## src/rtl/nes_clk_pkg.sv

```systemverilog
`default_nettype none
// ============================================================================
//  Module      : nes_clk_pkg
//  Description : Shared constants and helpers for the NES clock-enable
//                generator: default counter width, NES master-clock divide
//                ratios and the channel-select width helper.
//  Revision    : 1.0  initial release
// ============================================================================
package nes_clk_pkg;

    // Default divisor/counter width for clock-enable channels.
    localparam int NES_CNT_W = 8;

    // NES ratios expressed as divisors (period = divisor + 1 master clocks).
    localparam int MASTER_TO_CPU_DIV = 11;  // CPU runs at master / 12
    localparam int MASTER_TO_PPU_DIV = 3;   // PPU runs at master / 4

    // Width of the channel-select field; never narrower than one bit.
    function automatic int ch_w(input int num_ch);
        return (num_ch <= 1) ? 1 : $clog2(num_ch);
    endfunction

endpackage
`default_nettype wire

```

## src/rtl/clk_en_chan.sv

```systemverilog
`default_nettype none
// ============================================================================
//  Module      : clk_en_chan
//  Description : One clock-enable channel: programmable down-counter that
//                emits a one-cycle ce strobe every div+1 ticks and a square
//                wave that toggles on each strobe.
//  Ports       : clk, rst        - system clock, synchronous active-high reset
//                i_run           - global count enable
//                i_casc_src      - previous channel's ce (cascade qualifier)
//                i_resync        - realign request
//                i_we            - write strobe for i_div / i_casc
//                i_div, i_casc   - new divisor and cascade bit
//                o_ce, o_sq      - registered strobe and square wave
//  Revision    : 1.0  initial release
// ============================================================================
module clk_en_chan
    import nes_clk_pkg::*;
#(
    parameter int               CNT_W   = NES_CNT_W,
    parameter logic [CNT_W-1:0] RST_D   = '0,
    parameter bit               RST_C   = 1'b0,
    parameter bit               CASC_OK = 1'b0   // channel has a predecessor
) (
    input  logic             clk,
    input  logic             rst,
    input  logic             i_run,
    input  logic             i_casc_src,
    input  logic             i_resync,
    input  logic             i_we,
    input  logic [CNT_W-1:0] i_div,
    input  logic             i_casc,
    output logic             o_ce,
    output logic             o_sq
);

    logic [CNT_W-1:0] r_div_q;
    logic [CNT_W-1:0] w_div_d;
    logic [CNT_W-1:0] r_cnt_q;
    logic [CNT_W-1:0] w_cnt_d;
    logic             r_casc_q;
    logic             w_casc_d;
    logic             r_ce_q;
    logic             w_ce_d;
    logic             r_sq_q;
    logic             w_sq_d;
    logic             w_tick;

    always_comb begin
        w_div_d  = i_we ? i_div  : r_div_q;
        w_casc_d = i_we ? i_casc : r_casc_q;
        // The cascade bit of the first channel has no source and is ignored.
        w_tick   = i_run & ((CASC_OK & r_casc_q) ? i_casc_src : 1'b1);

        w_cnt_d  = r_cnt_q;
        w_ce_d   = 1'b0;
        w_sq_d   = r_sq_q;

        if (i_resync) begin
            // Load the divisor as it stands after this edge so that a write
            // landing together with the resync is honoured immediately.
            w_cnt_d = w_div_d;
            w_sq_d  = 1'b0;
        end else if (w_tick) begin
            if (r_cnt_q == '0) begin
                // A write on the reload edge starts the next period with the
                // new value; the period just ending used the old one.
                w_cnt_d = w_div_d;
                w_ce_d  = 1'b1;
                w_sq_d  = ~r_sq_q;
            end else begin
                w_cnt_d = r_cnt_q - CNT_W'(1);
            end
        end
    end

    always_ff @(posedge clk) begin
        if (rst) begin
            r_div_q  <= RST_D;
            r_casc_q <= RST_C;
            r_cnt_q  <= RST_D;
            r_ce_q   <= 1'b0;
            r_sq_q   <= 1'b0;
        end else begin
            r_div_q  <= w_div_d;
            r_casc_q <= w_casc_d;
            r_cnt_q  <= w_cnt_d;
            r_ce_q   <= w_ce_d;
            r_sq_q   <= w_sq_d;
        end
    end

    assign o_ce = r_ce_q;
    assign o_sq = r_sq_q;

endmodule
`default_nettype wire

```

## src/rtl/clk_en_gen.sv

```systemverilog
`default_nettype none
// ============================================================================
//  Module      : clk_en_gen
//  Description : NUM_CH independent, runtime-programmable clock-enable
//                channels with optional cascading and global realignment.
//  Ports       : clk, rst   - system clock, synchronous active-high reset
//                run        - global count enable
//                resync     - realign all channels
//                cfg_we     - configuration write strobe
//                cfg_ch     - target channel (writes beyond NUM_CH-1 ignored)
//                cfg_div    - new divisor (period = cfg_div + 1 ticks)
//                cfg_casc   - new cascade bit
//                ce, sq     - per-channel strobes and square waves
//  Revision    : 1.0  initial release
// ============================================================================
module clk_en_gen
    import nes_clk_pkg::*;
#(
    parameter int                      NUM_CH   = 4,
    parameter int                      CNT_W    = NES_CNT_W,
    parameter logic [NUM_CH*CNT_W-1:0] RST_DIV  = '0,
    parameter logic [NUM_CH-1:0]       RST_CASC = '0,
    localparam int                     CH_W     = ch_w(NUM_CH)
) (
    input  logic              clk,
    input  logic              rst,
    input  logic              run,
    input  logic              resync,
    input  logic              cfg_we,
    input  logic [CH_W-1:0]   cfg_ch,
    input  logic [CNT_W-1:0]  cfg_div,
    input  logic              cfg_casc,
    output logic [NUM_CH-1:0] ce,
    output logic [NUM_CH-1:0] sq
);

    for (genvar gi = 0; gi < NUM_CH; gi++) begin : g_ch
        localparam logic [CH_W-1:0] c_idx = CH_W'(gi);

        logic w_src;
        logic w_we;

        if (gi == 0) begin : g_head
            assign w_src = 1'b0;
        end else begin : g_link
            assign w_src = ce[gi-1];
        end

        // Out-of-range channel numbers match no index and are dropped here.
        assign w_we = cfg_we & (cfg_ch == c_idx);

        clk_en_chan #(
            .CNT_W   (CNT_W),
            .RST_D   (RST_DIV[gi*CNT_W +: CNT_W]),
            .RST_C   (RST_CASC[gi]),
            .CASC_OK (gi > 0)
        ) u_chan (
            .clk        (clk),
            .rst        (rst),
            .i_run      (run),
            .i_casc_src (w_src),
            .i_resync   (resync),
            .i_we       (w_we),
            .i_div      (cfg_div),
            .i_casc     (cfg_casc),
            .o_ce       (ce[gi]),
            .o_sq       (sq[gi])
        );
    end

endmodule
`default_nettype wire
```

## config.mk

```make
export PLATFORM = sky130hd
export DESIGN_NAME = clk_en_gen
export DESIGN_NICKNAME = d
export VERILOG_FILES = /design/src/rtl/nes_clk_pkg.sv /design/src/rtl/clk_en_chan.sv /design/src/rtl/clk_en_gen.sv
export SDC_FILE = /design/constraint.sdc
export NUM_CORES = 1
export LEC_CHECK = 0
export ABC_CLOCK_PERIOD_IN_PS = 2080
export CORE_MARGIN = 4
export CORE_UTILIZATION = 59
export DETAILED_ROUTE_END_ITERATION = 10
export PLACE_DENSITY = 0.79
export SETUP_SLACK_MARGIN = 0.1
export SLEW_MARGIN = 20
export SYNTH_ARGS = -nofsm -noshare
export SYNTH_HDL_FRONTEND = slang
export SYNTH_SLANG_ARGS = --single-unit
export TNS_END_PERCENT = 5
```

## constraint.sdc

```tcl
create_clock -name clk -period 2.08 [get_ports clk]
set_input_delay 0.208 -clock clk [delete_from_list [all_inputs] [get_ports clk]]
set_output_delay 0.208 -clock clk [all_outputs]
set_load 0.1 [all_outputs]
```

== Word-level counts from Yosys, hierarchy flattened ==
Cells that the tools add are included.
Word-level totals
  register bits after elaboration: 75
  input bits: 16
  output and inout port bits: 8
  word-level logic and storage cells: 82
Cells by class
  add/sub/neg operators: 4
  equality and inequality tests: 3
  mux-type cells: 23
  bitwise gates (word level): 15
  reduce and logical (&&, ||, !) cells: 18
Operators with widths (number)
  8-bit two-way mux: 16
  8-bit logical NOT: 4
  8-bit by 1-bit subtractor with 8-bit output, second input constant: 4
  3-bit OR reduction: 4
  1-bit inverter: 8
  2-bit AND reduction: 4
  2-bit nonzero test: 4
  1-bit AND: 7
  1-bit two-way mux: 7
  2-bit == test, second input constant: 2
  2-bit by 1-bit == test with 1-bit output, second input constant: 1
  2-bit logical NOT: 1
  2-bit OR reduction: 1

== Logic depth before layout (Yosys ltp) ==
  word-level depth: 6
  depth in mapped cells: 8
  mapped depth without buffers: 7

== Cells and area by module ==
From an unflattened synthesis, not the netlist that was laid out.
Second synthesis, totals
  cells, all modules: 448
  area total of the unflattened synthesis: 3946.3 µm²
Modules (own cells, without submodules)
  clk_en_chan at g_ch[1].u_chan ...: times used 2, cells an instance 109, area an instance 955.9 µm², seq. area each 380.4 µm²
  clk_en_chan at g_ch[0].u_chan: times used 1, cells an instance 113, area an instance 985.9 µm², seq. area each 360.3 µm²
  clk_en_chan at g_ch[3].u_chan: times used 1, cells an instance 109, area an instance 984.7 µm², seq. area each 380.4 µm²
  clk_en_gen: times used 1, cells an instance 8, area an instance 63.8 µm², seq. area each 0.0 µm²

== Worst setup path before layout ==
Ideal clock, no wire load.
  path type: reg2reg
  start: register g_ch[0].u_chan.r_cnt_q[0]
  end: register g_ch[0].u_chan.r_cnt_q[5]
  setup time: 57 ps
  arrival: 1703 ps
  required time: 2023 ps
  slack: 320 ps
  stages on the path, launching flop included: 9
  path buffers: 1
  clock period less this slack: 1760 ps
  cell sequence: dfxtp_1 inv_1 ha_1 or3b_4 nor2b_4 buf_6 or4_1 a21oi_1 a21o_1
Between the ends
  cells in the longest elaborated chain, start to end: 4
  elaborated cells between the ends (all ways): 5
  those cells by class: add/sub: 1; mux: 3; reduce/logical: 1
RTL lines
  start: declaration: line clk_en_chan.sv:38  | logic [CNT_W-1:0] r_cnt_q;
  start signal: assignment: line clk_en_chan.sv:86  | r_cnt_q <= w_cnt_d;
  8-bit by 1-bit subtractor with 8-bit output / 8-bit logical NOT (equally long branches): line clk_en_chan.sv:71, clk_en_chan.sv:64
  8-bit two-way mux (*): line clk_en_chan.sv:64  | if (r_cnt_q == '0) begin
  8-bit two-way mux (*): line clk_en_chan.sv:63  | end else if (w_tick) begin
  8-bit two-way mux (*): line clk_en_chan.sv:58  | if (i_resync) begin
Every way passes the cells marked *; elsewhere a longest branch is shown, timed or not. The select of a mux whose other input is x is not followed.
A chain may end at the register's enable or synchronous reset.

== Worst setup path after layout ==
  start: register g_ch[3].u_chan.r_cnt_q[0]
  end: register g_ch[3].u_chan.r_cnt_q[2]
Between the ends
  cells in the longest elaborated chain, start to end: 4
  elaborated cells between the ends (all ways): 5
  those cells by class: add/sub: 1; mux: 3; reduce/logical: 1
RTL lines (line)
  start: declaration: clk_en_chan.sv:38
  start signal: assignment: clk_en_chan.sv:86
  8-bit by 1-bit subtractor with 8-bit output / 8-bit logical NOT (equally long branches): clk_en_chan.sv:71, clk_en_chan.sv:64
  8-bit two-way mux (*): clk_en_chan.sv:64
  8-bit two-way mux (*): clk_en_chan.sv:63
  8-bit two-way mux (*): clk_en_chan.sv:58
Marks and branches as above.

==> out/qor.txt <==
status: completed
nets@finish: 492
top cell type's share of synthesized area: 0.3988
minimum clock period: 1.900 ns
CTS H-tree depth: 3
setup slack, reg-to-reg: 0.18 ns
CP Launch Type: register
Tot Pwr: 4.324 mW
CP max FO: 7
first-pass GRT wire length: 15740 um
Max-Cap Viols: 0
Final Cycle Share: 0.9137
RePlAce Congestion: 0.8726
Post-DRT Antenna Nets: 0
vias post-DR: 3401
unrepaired setup endpoints after global routing: yes
Post-synth EDFFs: 0
Worst-Margin Slew: 0.4977 ns
top_reg_cell synth: dfxtp_1
Syn Inst Count: 439
M1 GR Usage: 0.3335
skew final: 0.009997 ns
dpl ws: 0.1962 ns
flops & latches, synth: 75
max_slew headroom: 0.6666
drt initial violations: 262
area leader, netlist: dfxtp_1
top cells by area, synth: dfxtp_1 40%, mux2i_1 11%, nor2_1 7.2%, a21oi_1 3.3%, o21ai_0 2.9%
Num CTS Buffers: 9
CTS tree: yes
synthesized cell area: 3765 um2
Mapped Nets: 463
via/cell ratio: 6.206
CTS root buf: clkbuf_8
CP arrival: 2.19 ns
pin count of the biggest net entering global routing: 38
number of global-route vias before repair: 3312
f_max: 526.2 MHz
most frequent cells after synthesis: 75 x dfxtp_1, 72 x nor2_1, 41 x mux2i_1
buffers from clock root to sink, at most: 2
met2 Use GR: 0.4377
WL/cell: 17.41 um
sequential-to-total area share from yosys stat: 0.3988
antenna violations before repair: 0
slowest stage cell, crit path: dfxtp_1
Req. time, crit path: 2.37 ns
synthesis-to-finish area growth: 13.86%
worst vdd ir: 0.0006012 V
count of cell types in the netlist: 54
Die Height: 87.88 um
GRT Util Overall: 0.2642
I/O pins: 24
port bufs: 23
clock tree sinks: 75
share of flip-flops with an asynchronous set or reset: 0
Pins Over Slew Limit: 0
met3 Use GR: 0.04704
final WL: 9538 um
full die area: 7723 um2
CP top delay family: compound AO/OA/AOI/OAI gates
Final WS setup: 0.1795 ns
Post-route DRC: 0
final hold vios: 0
core area: 6061 um2
WP buf/inv: 2
static leakage: 1.845 nW
GR Overflow Total: 0
critical path class: register to register
Setup crit end kind: register
Avg Inst Size Synth: 8.576 um2
share of cells above drive strength 1: 0.1268
CP peak stage delay: 0.44 ns
DRT Pass-1 Iters: 6
hpwl dp: 6747 um
most frequent cell after synthesis: dfxtp_1
Pwr Density: 1009 nW/um2
CTS clk-pin slew, worst paths: 0.08 ns
CP Cell Sequence: inv_1, ha_1, nor3b_1, buf_4, a21o_1, nor3b_1, o21ai_0, a21oi_1
Ys Warns: 0
Starting Density: 0.6212
die width: 87.88 um
final setup vio count: 0
antenna diode count: 0
Crit path top cell by count: nor3b_1
HP Class: input port to register
setup TNS: 0 ns
GRT busiest layer: met2
worst skew pair latency: 0.35 ns
std cell rows: 28
-- state kept, by name (all words and copies together), names as in the netlist --
register,cells
g_ch.u_chan.r_casc_q,3
g_ch.u_chan.o_ce,4
g_ch.u_chan.r_cnt_q,32
g_ch.u_chan.o_sq,4
g_ch.u_chan.r_div_q,32
-- report_power, final --
group	internal, mW	leakage, nW	switching (mW)
sequential	1.58	0.612	0.159
combinational	0.635	1.14	0.924
clock	0.497	0.0905	0.529
-- kinds of logic after synthesis --
kind of cell | after synthesis | synth area share
flip-flops | 75 | 0.3988
buffers and inverters | 44 | 0.05716
multiplexers | 41 | 0.1090
AND/OR/NAND/NOR | 172 | 0.2370
AO/OA/AOI/OAI | 96 | 0.1645
adder cells (fa/ha/maj) | 8 | 0.02659
XOR/XNOR | 3 | 0.006980
-- worst min-delay path: cells and delay by family --
kind | cells | cell delay, ns
buffers and inverters | 2 | 0.33
and+or+nand+nor | 1 | 0.12
-- final timing paths --
| kind | from | end | cells after the start |
|---|---|---|---|
| min | rst | g_ch[1].u_chan.r_div_q[0]$_SDFF_PP0_ | 3 |
| max | g_ch[3].u_chan.r_cnt_q[0]$_SDFFE_PP0P_ | g_ch[3].u_chan.r_cnt_q[2]$_SDFFE_PP0P_ | 8 |
| max reg2reg | g_ch[3].u_chan.r_cnt_q[0]$_SDFFE_PP0P_ | g_ch[3].u_chan.r_cnt_q[2]$_SDFFE_PP0P_ | 8 |
| min reg2reg | g_ch[0].u_chan.r_div_q[3]$_SDFF_PP0_ | g_ch[0].u_chan.r_div_q[3]$_SDFF_PP0_ | 2 |
-- timing repair --
action	CTS	global route
hold buffers	0	0
setup buffers	0	0
endpoints found under the setup margin	0	6
gates resized for setup	0	1
-- final cells by class --
cell class	count	area, um2
Tap cell	75	93.84
Sequential cell	75	1501
Inverter	16	60.06
Clock buffer	14	162.7
Timing Repair Buffer	46	402.9
Clock inverter	2	10.01
Fill cell	501	1774
Multi-Input combinational cell	320	2056
-- layout by cell type (no fill, tap or decap), types with 14 or more instances in the layout --
master | netlist | final
dfxtp_1 | 75 | 75
nor2_1 | 72 | 72
mux2i_1 | 41 | 41
buf_4 | 9 | 29
nand2_1 | 27 | 27
a21oi_1 | 25 | 25
o21ai_0 | 22 | 22
inv_1 | 16 | 16
clkdlybuf4s50_1 | 0 | 14
-- routing by layer --
layer,vias to the layer above,wire length [um]
li1,1629,-
met3,21,538
met4,0,222
met1,1628,4174
met2,123,4603
met5,-,0
-- stage by stage --
| stage | cells | area (um2) | utilization | hold WS [ns] |
|---|---|---|---|---|
| global placement | 532 | 4106 | 0.6775 | 0.4682 |
| global route | 548 | 4287 | 0.7073 | 0.3652 |
| CTS | 548 | 4279 | 0.7060 | 0.3296 |
| floorplan | 439 | 3765 | - | 0.3519 |
| finish | 548 | 4287 | 0.7073 | 0.3481 |
| detailed placement | 532 | 4106 | 0.6775 | 0.4781 |
Power figures use the tool's default switching activity.
